<file path="config.mk">
export PLATFORM = sky130hd
export DESIGN_NAME = thread_pc_unit
export DESIGN_NICKNAME = d
export VERILOG_FILES = /design/src/rtl/aurora_thread_pkg.sv /design/src/rtl/thread_pc_slot.sv /design/src/rtl/thread_pc_unit.sv
export SDC_FILE = /design/constraint.sdc
export NUM_CORES = 1
export LEC_CHECK = 0
export CORE_UTILIZATION = 36
export DETAILED_ROUTE_END_ITERATION = 8
export DONT_BUFFER_PORTS = 1
export SLEW_MARGIN = 20
export SYNTH_ARGS = -nofsm -noshare
export SYNTH_HDL_FRONTEND = slang
export SYNTH_SLANG_ARGS = --single-unit
</file>
<file path="constraint.sdc">
create_clock -name clk_i -period 2.2 [get_ports clk_i]
set_clock_uncertainty 0.1 [all_clocks]
set_input_delay 0.66 -clock clk_i [delete_from_list [all_inputs] [get_ports clk_i]]
set_output_delay 0.66 -clock clk_i [all_outputs]
set_load 0.01 [all_outputs]
</file>
<file path="src/rtl/aurora_thread_pkg.sv">
// Shared thread identifiers for the barrel-thread fetch path (PC unit and selector).
package aurora_thread_pkg;

  localparam int NUM_THREADS = 4;

  typedef logic [1:0] tid_t;

  localparam tid_t THREAD0 = 2'b00;
  localparam tid_t THREAD1 = 2'b01;
  localparam tid_t THREAD2 = 2'b10;
  localparam tid_t THREAD3 = 2'b11;

endpackage

</file>
<file path="src/rtl/thread_pc_slot.sv">
// One thread's program counter and active bit; resolves branch > halt > increment priority.
module thread_pc_slot #(
  parameter int           W            = 8,
  parameter logic [W-1:0] RESET_PC     = '0,
  parameter logic         RESET_ACTIVE = 1'b1
) (
  input  logic         clk_i,
  input  logic         rst_i,
  input  logic         br_hit_i,
  input  logic         halt_hit_i,
  input  logic         start_i,
  input  logic         inc_i,
  input  logic [W-1:0] br_target_i,
  output logic [W-1:0] pc_o,
  output logic         active_o
);

  logic [W-1:0] pc_q, pc_d;
  logic         active_q, active_d;

  always_comb begin
    pc_d     = pc_q;
    active_d = active_q;
    // Halt is applied after start so a same-cycle halt wins.
    if (start_i)    active_d = 1'b1;
    if (halt_hit_i) active_d = 1'b0;
    if (br_hit_i) begin
      pc_d = br_target_i;
    end else if (!halt_hit_i && inc_i && active_q) begin
      pc_d = pc_q + 1'b1;
    end
  end

  always_ff @(posedge clk_i) begin
    if (rst_i) begin
      pc_q     <= RESET_PC;
      active_q <= RESET_ACTIVE;
    end else begin
      pc_q     <= pc_d;
      active_q <= active_d;
    end
  end

  assign pc_o     = pc_q;
  assign active_o = active_q;

endmodule

</file>
<file path="src/rtl/thread_pc_unit.sv">
// Per-thread PC owner for the barrel fetch path: tid decode, four PC slots, fetch_ok mux, redirect pulse.
module thread_pc_unit
  import aurora_thread_pkg::*;
#(
  parameter int                           INSTMEM_LOG2_DEEP = 8,
  parameter logic [INSTMEM_LOG2_DEEP-1:0] RESET_PC          = '0,
  parameter logic [3:0]                   RESET_ACTIVE      = 4'hF
) (
  input  logic                         clk_i,
  input  logic                         rst_i,
  input  logic                         fetch_en_i,
  input  logic [1:0]                   fetch_tid_i,
  input  logic                         br_valid_i,
  input  logic [1:0]                   br_tid_i,
  input  logic [INSTMEM_LOG2_DEEP-1:0] br_target_i,
  input  logic                         halt_valid_i,
  input  logic [1:0]                   halt_tid_i,
  input  logic [3:0]                   start_i,
  output logic [INSTMEM_LOG2_DEEP-1:0] thread0_pc_o,
  output logic [INSTMEM_LOG2_DEEP-1:0] thread1_pc_o,
  output logic [INSTMEM_LOG2_DEEP-1:0] thread2_pc_o,
  output logic [INSTMEM_LOG2_DEEP-1:0] thread3_pc_o,
  output logic [3:0]                   thread_active_o,
  output logic                         fetch_ok_o,
  output logic                         redirect_o,
  output logic [1:0]                   redirect_tid_o
);

  localparam int W = INSTMEM_LOG2_DEEP;

  logic [W-1:0]           pc_w [NUM_THREADS];
  logic [NUM_THREADS-1:0] active_w;
  logic [NUM_THREADS-1:0] br_hit, halt_hit, inc;

  logic       redirect_q, redirect_d;
  logic [1:0] redirect_tid_q, redirect_tid_d;

  always_comb begin
    br_hit   = '0;
    halt_hit = '0;
    inc      = '0;
    for (int t = 0; t < NUM_THREADS; t++) begin
      br_hit[t]   = br_valid_i   && (br_tid_i    == 2'(t));
      halt_hit[t] = halt_valid_i && (halt_tid_i  == 2'(t));
      inc[t]      = fetch_en_i   && (fetch_tid_i == 2'(t));
    end
  end

  for (genvar g = 0; g < NUM_THREADS; g++) begin : g_slot
    thread_pc_slot #(
      .W            (W),
      .RESET_PC     (RESET_PC),
      .RESET_ACTIVE (RESET_ACTIVE[g])
    ) u_slot (
      .clk_i       (clk_i),
      .rst_i       (rst_i),
      .br_hit_i    (br_hit[g]),
      .halt_hit_i  (halt_hit[g]),
      .start_i     (start_i[g]),
      .inc_i       (inc[g]),
      .br_target_i (br_target_i),
      .pc_o        (pc_w[g]),
      .active_o    (active_w[g])
    );
  end

  // Redirect tid is sticky so downstream can read it without qualifying on redirect_o.
  always_comb begin
    redirect_d     = br_valid_i;
    redirect_tid_d = redirect_tid_q;
    if (br_valid_i) redirect_tid_d = br_tid_i;
  end

  always_ff @(posedge clk_i) begin
    if (rst_i) begin
      redirect_q     <= 1'b0;
      redirect_tid_q <= 2'b00;
    end else begin
      redirect_q     <= redirect_d;
      redirect_tid_q <= redirect_tid_d;
    end
  end

  assign thread0_pc_o    = pc_w[THREAD0];
  assign thread1_pc_o    = pc_w[THREAD1];
  assign thread2_pc_o    = pc_w[THREAD2];
  assign thread3_pc_o    = pc_w[THREAD3];
  assign thread_active_o = active_w;
  assign fetch_ok_o      = active_w[fetch_tid_i];
  assign redirect_o      = redirect_q;
  assign redirect_tid_o  = redirect_tid_q;

endmodule
</file>
==> flow_summary_export.csv, run 1 <==
group,metric,value,unit
timing,finalCritPeriodShare,0.899,
timing,tns,0,ns
clock_tree,path_clk_slew,0.08,ns
clock_tree,numCtsBuffers,5,
logic_synthesis,synth.distinct_cells,37,
power,p_sw_frac,0.265,
power,cellPowerDensity,635,nW/um^2
logic_synthesis,synth_area_leaders,"dfxtp_1, xnor2_1, a211oi_1",
finish,area_growth,5.42,%
floorplanning,dieHeight,79.2,um
global_route,grt_max_degree,40,
detailed_routing,drcViolationCount,0,
timing,worst_pin_slew,0.592,ns
logic_synthesis,post-synth-top-count-cell,"nor2_1",
critical_path,crit_fanout,4,
logic_synthesis,postSynthNetCount,266,
logic_synthesis,yosysWarnings,0,
finish,regArea,781,sq um
logic_synthesis,yosysTopAreaCell,"dfxtp_1",
floorplanning,coreArea,5640,sq um
logic_synthesis,synth_top_family_by_area,"simple AND/OR/NAND/NOR gates",
finish,n_antenna_cell,0,
power,seqPwrFrac,0.569,
place,dpl.hpwl,3.83,mm
logic_synthesis,async_flop_share,0,
floorplanning,row_count,27,
timing,slew_violations,0,
detailed_routing,ant_nets,0,
critical_path,cp.arrival,1.22,ns
critical_path,path_cells,"mux4_2",
power,switching_power,381,uW
status,status,"finished, final reports clean",
clock_tree,cts_tree,"done",
global_route,gr-usage-all-layers,0.180,
logic_synthesis,synth_cells,239,
floorplanning,die_w,79.2,um
timing,slew_headroom,0.604,
clock_tree,cts_buffer_depth,2,
logic_synthesis,synth_area_per_cell,8.98,sq um
place,gp_congestion,0.800,
detailed_routing,vias,1716,
floorplanning,fp.dieArea,6270,sq um
detailed_routing,drt_first_iter_violations,96,
logic_synthesis,synth_edf_count,0,
finish,fin_nets,259,
floorplanning,start_util,0.380,
global_route,antenna_found_initial,0,
place,port_buffers,0,
finish,multi_input_area,1280,sq um
logic_synthesis,synth-compound-area-share,0.137,
power,intPower,1060,uW
timing,fin_crit,1.98,ns
detailed_routing,drt-vias-per-instance,5.64,
logic_synthesis,synthTopCellsByCount,"nor2_1, dfxtp_1, a211oi_1, xnor2_1, nand3_1",
critical_path,max_stage_delay,0.54,ns
global_route,first_global_vias,1613,
clock_tree,cts_hold_buf,0,
timing,setup_viol,0,
critical_path,cp_data_required_time,1.44,ns
critical_path,end_kind,"primary output",
global_route,globalRouteOverflowTotal,0,
logic_synthesis,synth_ff_type,"dfxtp_1",
power,p_comb_frac,0.086,
detailed_routing,routed-wl-met2,2.39,mm
detailed_routing,wl_met3,483,um
detailed_routing,avgRoutedWirePerCell,17.5,um
clock_tree,cts_setup_buffers,0,
detailed_routing,drt_first_pass_iters,4,
global_route,grt_pass1_wl,8.68,mm
clock_tree,cts_sinks,39,
critical_path,crit_type,"reg2out",
detailed_routing,wirelength,5.31,mm
logic_synthesis,synth_mux_area_frac,0.0198,
power,p_leak,0.000697,uW
timing,fmaxAchievable,505,MHz
critical_path,cp_top_family,"multiplexers",
place,place_area,2170,sq um
logic_synthesis,synth_top_cell_area_share,0.364,
logic_synthesis,synth-simple-area-share,0.311,
min_path,hp-class,"in2reg",
clock_tree,cts-resized-gates,0,
timing,hold_viol,0,
logic_synthesis,synth-seq-cells,39,
detailed_routing,m1WireLength,2.43,mm
critical_path,worstPathBufferInverterCount,0,
clock_tree,clk_latency,0.28,ns
detailed_routing,highest_layer,"met4",
timing,rsz0062_at_grt,"false",
logic_synthesis,ys_seq_area_frac,0.364,
finish,fill_cells,573,
flow_run,drv_cap,0,
critical_path,cp_slowest_cell,"mux4_2",
finish,finalInstanceArea,2260,sq um
critical_path,cp-start-kind,"register",
clock_tree,htree_levels,2,
finish,layout-drive-gt1-share,0.108,
power,power.share.clock,0.345,
logic_synthesis,netlist_area,2150,sq um
power,ir_worst_vdd,0.349,mV
power,finalPower,1440,uW
floorplanning,pin_count,63,
logic_synthesis,synthAdderAreaFrac,0.0233,
clock_tree,clockRootBuffer,"clkbuf_8",
logic_synthesis,synthXorXnorAreaFrac,0.106,
layer usage:
layer	vias up	track usage
li1	858	-
met5	-	0
met3	2	0.0655
met4	0	0.0327
met1	805	0.247
met2	51	0.272
layout make-up:
class	count	share of cell area
clock inverters	1	0.00221
flip-flops and latches	39	0.345
multi-input cells	183	0.566
well taps	72	0.0398
clock buffers	6	0.0365
repair buffers	3	0.00996
per-stage QoR:
| step | std cells | utilization | setup slack [ns] | hold slack (ns) |
|---|---|---|---|---|
| after detailed placement | 297 | 0.385 | 0.261 | 0.446 |
| after CTS | 304 | 0.401 | 0.209 | 0.330 |
| final | 304 | 0.401 | 0.222 | 0.338 |
| after global routing | 304 | 0.401 | 0.197 | 0.323 |
| after floorplan | 239 | - | 0.255 | 0.406 |
| after global placement | 297 | 0.385 | 0.267 | 0.448 |
power by group through the flow:
stage	registers, uW	clock network [uW]	logic (uW)
after floorplan	817	0	122
after global placement	835	0	121
after detailed placement	835	0	123
after CTS	819	511	125
after global routing	827	538	141
final	818	495	123
cell families after synthesis:
logic type,Yosys count
flops,39
fa+ha+maj,4
simple gates,110
buf+inv,17
xor+xnor,26
compound gates,40
mux,3
layout by cell type, fill, tap and decap left out, drive strengths merged, types with 2 or more instances in the layout:
master  Yosys  final
nand4b      2      2
buf         8      3
nor3b       4      4
o21bai      4      4
and3b       2      2
ha          4      4
clkbuf      9      6
dfxtp      39     39
nand2      10     10
and4        2      2
a311oi      5      5
nand3b      3      3
o21ai       4      4
xnor2      24     24
nor4        7      7
a211oi     26     26
nand4       6      6
nor3        4      4
nor4b       7      7
mux2i       2      2
xor2        2      2
nand3      13     13
nor2       43     43
flip-flops by register name (all words and copies together) (netlist names):
name,count
redirect_tid_o,2
redirect_o,1
g_slot.u_slot.pc_o,32
g_slot.u_slot.active_o,4
final timing paths:
kind / from / end / slack (ns) / cells after the start
worst max-delay path: g_slot[2].u_slot.active_o$_SDFFE_PP1P_ / fetch_ok_o / 0.22 / 1
worst min-delay path: rst_i / g_slot[3].u_slot.pc_o[5]$_SDFFE_PP0P_ / 0.34 / 1
worst max register to register: g_slot[2].u_slot.active_o$_SDFFE_PP1P_ / g_slot[2].u_slot.pc_o[5]$_SDFFE_PP0P_ / 0.55 / 4
worst min register to register: redirect_tid_o[1]$_SDFFE_PP0P_ / redirect_tid_o[1]$_SDFFE_PP0P_ / 0.45 / 2
No activity file was read; power rests on OpenSTA's default activity.
==> inputs of run 2 (changes only) <==
- SLEW_MARGIN: 20 -> 15
- clock period: 2.2 -> 2.3 ns (I/O delays scaled with it)
==> run 2 against run 1 <==
Against the previous run: clock-buffer cell count fell by 1; power rose by 2.2%; sequential power fell by 4.4%; combinational power barely moved; wire length fell by 1.2%; core utilization rose by 0.47 points; first-iteration DRC count fell by 34%; die area did not move; hold slack improved by 0.023 ns; largest cell class unchanged; largest power group unchanged.
==> flow_summary_export.csv, run 2 (synthesis results as in run 1) <==
group,metric,value,unit
finish,fin_nets,260,
floorplanning,pin_count,63,
power,p_leak,0.000705,uW
finish,largest_register_ffs,32,
place,port_buffers,0,
clock_tree,cts_setup_buffers,0,
detailed_routing,drt-vias-per-instance,5.67,
floorplanning,start_util,0.380,
finish,layout.cells.most_common,"nor2_1",
floorplanning,die_w,79.2,um
timing,fin_crit,2.01,ns
global_route,grt_max_degree,40,
power,seqPwrFrac,0.532,
global_route,gr-usage-all-layers,0.176,
critical_path,end_kind,"primary output",
global_route,globalRouteOverflowTotal,0,
min_path,hp-class,"in2reg",
critical_path,cp.arrival,1.22,ns
detailed_routing,ant_nets,0,
detailed_routing,drt_first_iter_violations,63,
critical_path,crit_type,"reg2out",
finish,area_growth,6.65,%
clock_tree,cts_buffer_depth,2,
timing,worst_pin_slew,0.630,ns
detailed_routing,drcViolationCount,0,
timing,setup_ws,0.287,ns
timing,tns,0,ns
clock_tree,cts-resized-gates,0,
clock_tree,cts_hold_buf,0,
critical_path,cp_data_required_time,1.51,ns
critical_path,path_cells,"mux4_2",
finish,final_cell_mix,"nor2_1, dfxtp_1, a211oi_1",
critical_path,worstPathBufferInverterCount,0,
flow_run,drv_cap,0,
detailed_routing,drt_first_pass_iters,4,
timing,setup_viol,0,
detailed_routing,avgRoutedWirePerCell,17.2,um
finish,final_util,0.406,
clock_tree,clockRootBuffer,"clkbuf_8",
place,dpl.hpwl,3.80,mm
power,cellPowerDensity,642,nW/um^2
finish,layout-drive-gt1-share,0.112,
floorplanning,coreArea,5640,sq um
timing,slew_headroom,0.579,
power,switching_power,376,uW
clock_tree,htree_levels,2,
detailed_routing,vias,1730,
timing,rsz0062_at_grt,"false",
clock_tree,clk_latency,0.29,ns
timing,finalCritPeriodShare,0.875,
status,status,"finished, final reports clean",
clock_tree,path_clk_slew,0.08,ns
power,intPower,1090,uW
global_route,antenna_found_initial,0,
timing,whs,0.361,ns
finish,fill_cells,563,
finish,n_antenna_cell,0,
critical_path,crit_fanout,4,
clock_tree,cts_sinks,39,
timing,fmaxAchievable,497,MHz
clock_tree,numCtsBuffers,5,
place,dp_slack,0.307,ns
power,power.share.clock,0.386,
global_route,grt_pass1_wl,8.40,mm
floorplanning,row_count,27,
clock_tree,cts_tree,"done",
timing,slew_violations,0,
detailed_routing,wirelength,5.25,mm
global_route,first_global_vias,1621,
power,p_sw_frac,0.256,
floorplanning,dieHeight,79.2,um
power,ir_worst_vdd,0.347,mV
power,finalPower,1470,uW
critical_path,max_stage_delay,0.53,ns
place,gp_congestion,0.775,
critical_path,cp_slowest_cell,"mux4_2",
critical_path,cp-start-kind,"register",
power,p_comb_frac,0.082,
timing,hold_viol,0,
floorplanning,fp.dieArea,6270,sq um
critical_path,cp_top_family,"multiplexers",
-- run 2: cell types whose count changed in the layout (fill, tap and decap cells not counted) --
| cell | before | now |
|---|---|---|
| buf_4 | 3 | 4 |
| bufinv_16 | 0 | 1 |
| clkbuf_8 | 6 | 5 |
| clkinv_2 | 1 | 0 |
| clkinvlp_4 | 0 | 1 |
-- run 2: final timing paths --
check	cells after the start	endpoint	start	slack, ns
worst max-delay path	1	fetch_ok_o	g_slot[2].u_slot.active_o$_SDFFE_PP1P_	0.29
worst min-delay path	1	g_slot[3].u_slot.pc_o[4]$_SDFFE_PP0P_	rst_i	0.36
worst max register to register	4	g_slot[2].u_slot.pc_o[5]$_SDFFE_PP0P_	g_slot[2].u_slot.active_o$_SDFFE_PP1P_	0.61
worst min register to register	2	redirect_tid_o[1]$_SDFFE_PP0P_	redirect_tid_o[1]$_SDFFE_PP0P_	0.45
-- run 2: per-stage QoR --
stage	cell area, sq um	std cells
5_1_grt	2290	305
3_3_place_gp	2180	298
4_1_cts	2290	305
2_1_floorplan	2150	239
6_report	2290	305
3_5_place_dp	2180	298
-- run 2: per-layer routing --
layer	GRT usage	share of wire	routed length, um
met3	0.0667	0.071	371
met5	0	0	0
met1	0.229	0.48	2500
met4	0.0655	0.015	77
met2	0.261	0.44	2300
-- run 2: area by class of cell --
cell class / count / area [sq um] / area share
multi-input cells: 183 / 1280 / 0.560
flip-flops and latches: 39 / 781 / 0.341
well taps: 72 / 90.1 / 0.0394
clock buffers: 5 / 68.8 / 0.0301
clock inverters: 2 / 37.5 / 0.0164
repair buffers: 4 / 30.0 / 0.0131
-- run 2: worst reg2reg max path, delay by kind of cell, from the launching register on --
family          cells  cell delay (ns)
simple gates        2             0.68
compound gates      1             0.24
flops               1             0.49
xor+xnor            1             0.10
-- run 2: power by group through the flow --
stage,logic (uW),registers (uW),clock network [uW]
after floorplan,117,781,0
after global placement,117,799,0
after detailed placement,119,798,0
after CTS,120,783,587
after global routing,133,790,612
final,120,782,567
==> inputs of run 3 (changes only) <==
- CORE_UTILIZATION: 36 -> 45
- CTS_CLUSTER_DIAMETER: not set -> 60
- clock period: 2.3 -> 2.1 ns (I/O delays scaled with it)
==> run 3 against run 2 <==
Against the previous run: the flow now finishes with violations (design-rule violations); largest cell class unchanged; design area decreased by 1.9%; sequential share of layout area up 0.67 points; setup slack got worse by 0.11 ns; critical path depth unchanged; wire length fell by 3.8%; power grew 2.8%; clock-buffer cell count grew 1; register-to-register slack worse by 0.17 ns; first-iteration DRC count up 92%; clock power is 7.2% lower; via count is 1.3% lower.
==> flow_summary_export.csv, run 3 (synthesis results as in run 1) <==
group,metric,value,unit
floorplanning,fp.dieArea,5050,sq um
clock_tree,cts_buffer_depth,2,
min_path,hp-class,"in2reg",
flow_run,drv_cap,0,
timing,worst_pin_slew,0.569,ns
clock_tree,cts_tree,"done",
status,violations,"design-rule violations",
critical_path,crit_type,"reg2out",
global_route,grt_pass1_wl,8.14,mm
floorplanning,dieHeight,71.1,um
detailed_routing,vias,1708,
critical_path,end_kind,"primary output",
floorplanning,pin_count,63,
critical_path,worstPathBufferInverterCount,0,
critical_path,max_stage_delay,0.52,ns
critical_path,cp-start-kind,"register",
power,ir_worst_vdd,0.267,mV
detailed_routing,drt-vias-per-instance,5.99,
global_route,globalRouteOverflowTotal,0,
timing,setup_viol,0,
finish,n_antenna_cell,0,
finish,fill_cells,440,
critical_path,path_cells,"mux4_2",
clock_tree,numCtsBuffers,5,
status,status,"finished, violations left",
timing,whs,0.296,ns
critical_path,cp_data_required_time,1.37,ns
clock_tree,cts_setup_buffers,0,
finish,final_cell_mix,"nor2_1, dfxtp_1, a211oi_1",
place,dp.cells,278,
detailed_routing,drt_first_iter_violations,121,
finish,fin_nets,260,
timing,slew_violations,0,
finish,layout-drive-gt1-share,0.112,
critical_path,crit_fanout,4,
floorplanning,coreArea,4470,sq um
finish,stdcell_count,285,
timing,fin_crit,1.92,ns
clock_tree,cts-resized-gates,0,
power,p_leak,0.000702,uW
finish,area_growth,4.61,%
power,cellPowerDensity,673,nW/um^2
clock_tree,htree_levels,2,
timing,hold_viol,0,
floorplanning,row_count,24,
finish,largest_register_ffs,32,
timing,finalCritPeriodShare,0.915,
global_route,grt_max_degree,40,
finish,final_util,0.502,
detailed_routing,drt_first_pass_iters,7,
place,gp_congestion,0.791,
detailed_routing,wirelength,5.05,mm
clock_tree,clk_latency,0.29,ns
global_route,first_global_vias,1579,
critical_path,cp_top_family,"multiplexers",
clock_tree,cts_sinks,39,
timing,rsz0062_at_grt,"false",
finish,layout.cells.most_common,"nor2_1",
place,port_buffers,0,
global_route,gr-usage-all-layers,0.211,
floorplanning,start_util,0.480,
detailed_routing,drcViolationCount,4,
global_route,antenna_found_initial,0,
power,finalPower,1510,uW
clock_tree,clockRootBuffer,"clkbuf_8",
critical_path,cp_slowest_cell,"mux4_2",
floorplanning,die_w,71.1,um
clock_tree,cts_hold_buf,0,
clock_tree,path_clk_slew,0.08,ns
timing,slew_headroom,0.620,
critical_path,cp.arrival,1.19,ns
timing,tns,0,ns
timing,fmaxAchievable,520,MHz
detailed_routing,ant_nets,0,
place,dpl.hpwl,3.54,mm
detailed_routing,avgRoutedWirePerCell,17.7,um
==> run 3: changes by cell type in the layout (fill, tap and decap cells not counted) <==
cell / change
bufinv_16: -1
clkbuf_8: +1
clkinv_2: +1
clkinvlp_4: -1
==> run 3: power by group <==
group          total (uW)  leakage (uW)  internal [uW]  switching, uW
Clock                 526     0.0000470            258            268
Sequential            855      0.000320            781           73.7
Combinational         129      0.000335           67.4           61.6
Total                1510      0.000702           1110            403
==> run 3: final timing paths <==
kind              slack (ns)  cells after the start                                    from                                     to
hold / removal          0.30                      1                                   rst_i                  redirect_o$_SDFF_PP0_
setup / recovery        0.18                      1  g_slot[2].u_slot.active_o$_SDFFE_PP1P_                             fetch_ok_o
hold reg to reg         0.47                      2          redirect_tid_o[1]$_SDFFE_PP0P_         redirect_tid_o[1]$_SDFFE_PP0P_
setup reg to reg        0.44                      4  g_slot[3].u_slot.active_o$_SDFFE_PP1P_  g_slot[3].u_slot.pc_o[7]$_SDFFE_PP0P_
==> run 3: routing by layer <==
metal,part of all wire,track usage
met1,0.45,0.272
met2,0.47,0.328
met3,0.073,0.0755
met4,0.010,0.0689
met5,0,0
==> run 3: per-stage QoR <==
stage | worst slack, ns | cell area [sq um]
after floorplan | 0.185 | 2150
after detailed placement | 0.227 | 2160
after CTS | 0.164 | 2240
final | 0.178 | 2240
after global routing | 0.132 | 2240
after global placement | 0.228 | 2160
==> run 3: cell type report <==
class | instances | area [sq um] | area share
multi-input cells | 183 | 1280 | 0.571
flip-flops and latches | 39 | 781 | 0.348
clock buffers | 6 | 82.6 | 0.0368
well taps | 52 | 65.1 | 0.0290
repair buffers | 4 | 30.0 | 0.0134
clock inverters | 1 | 5.00 | 0.00223
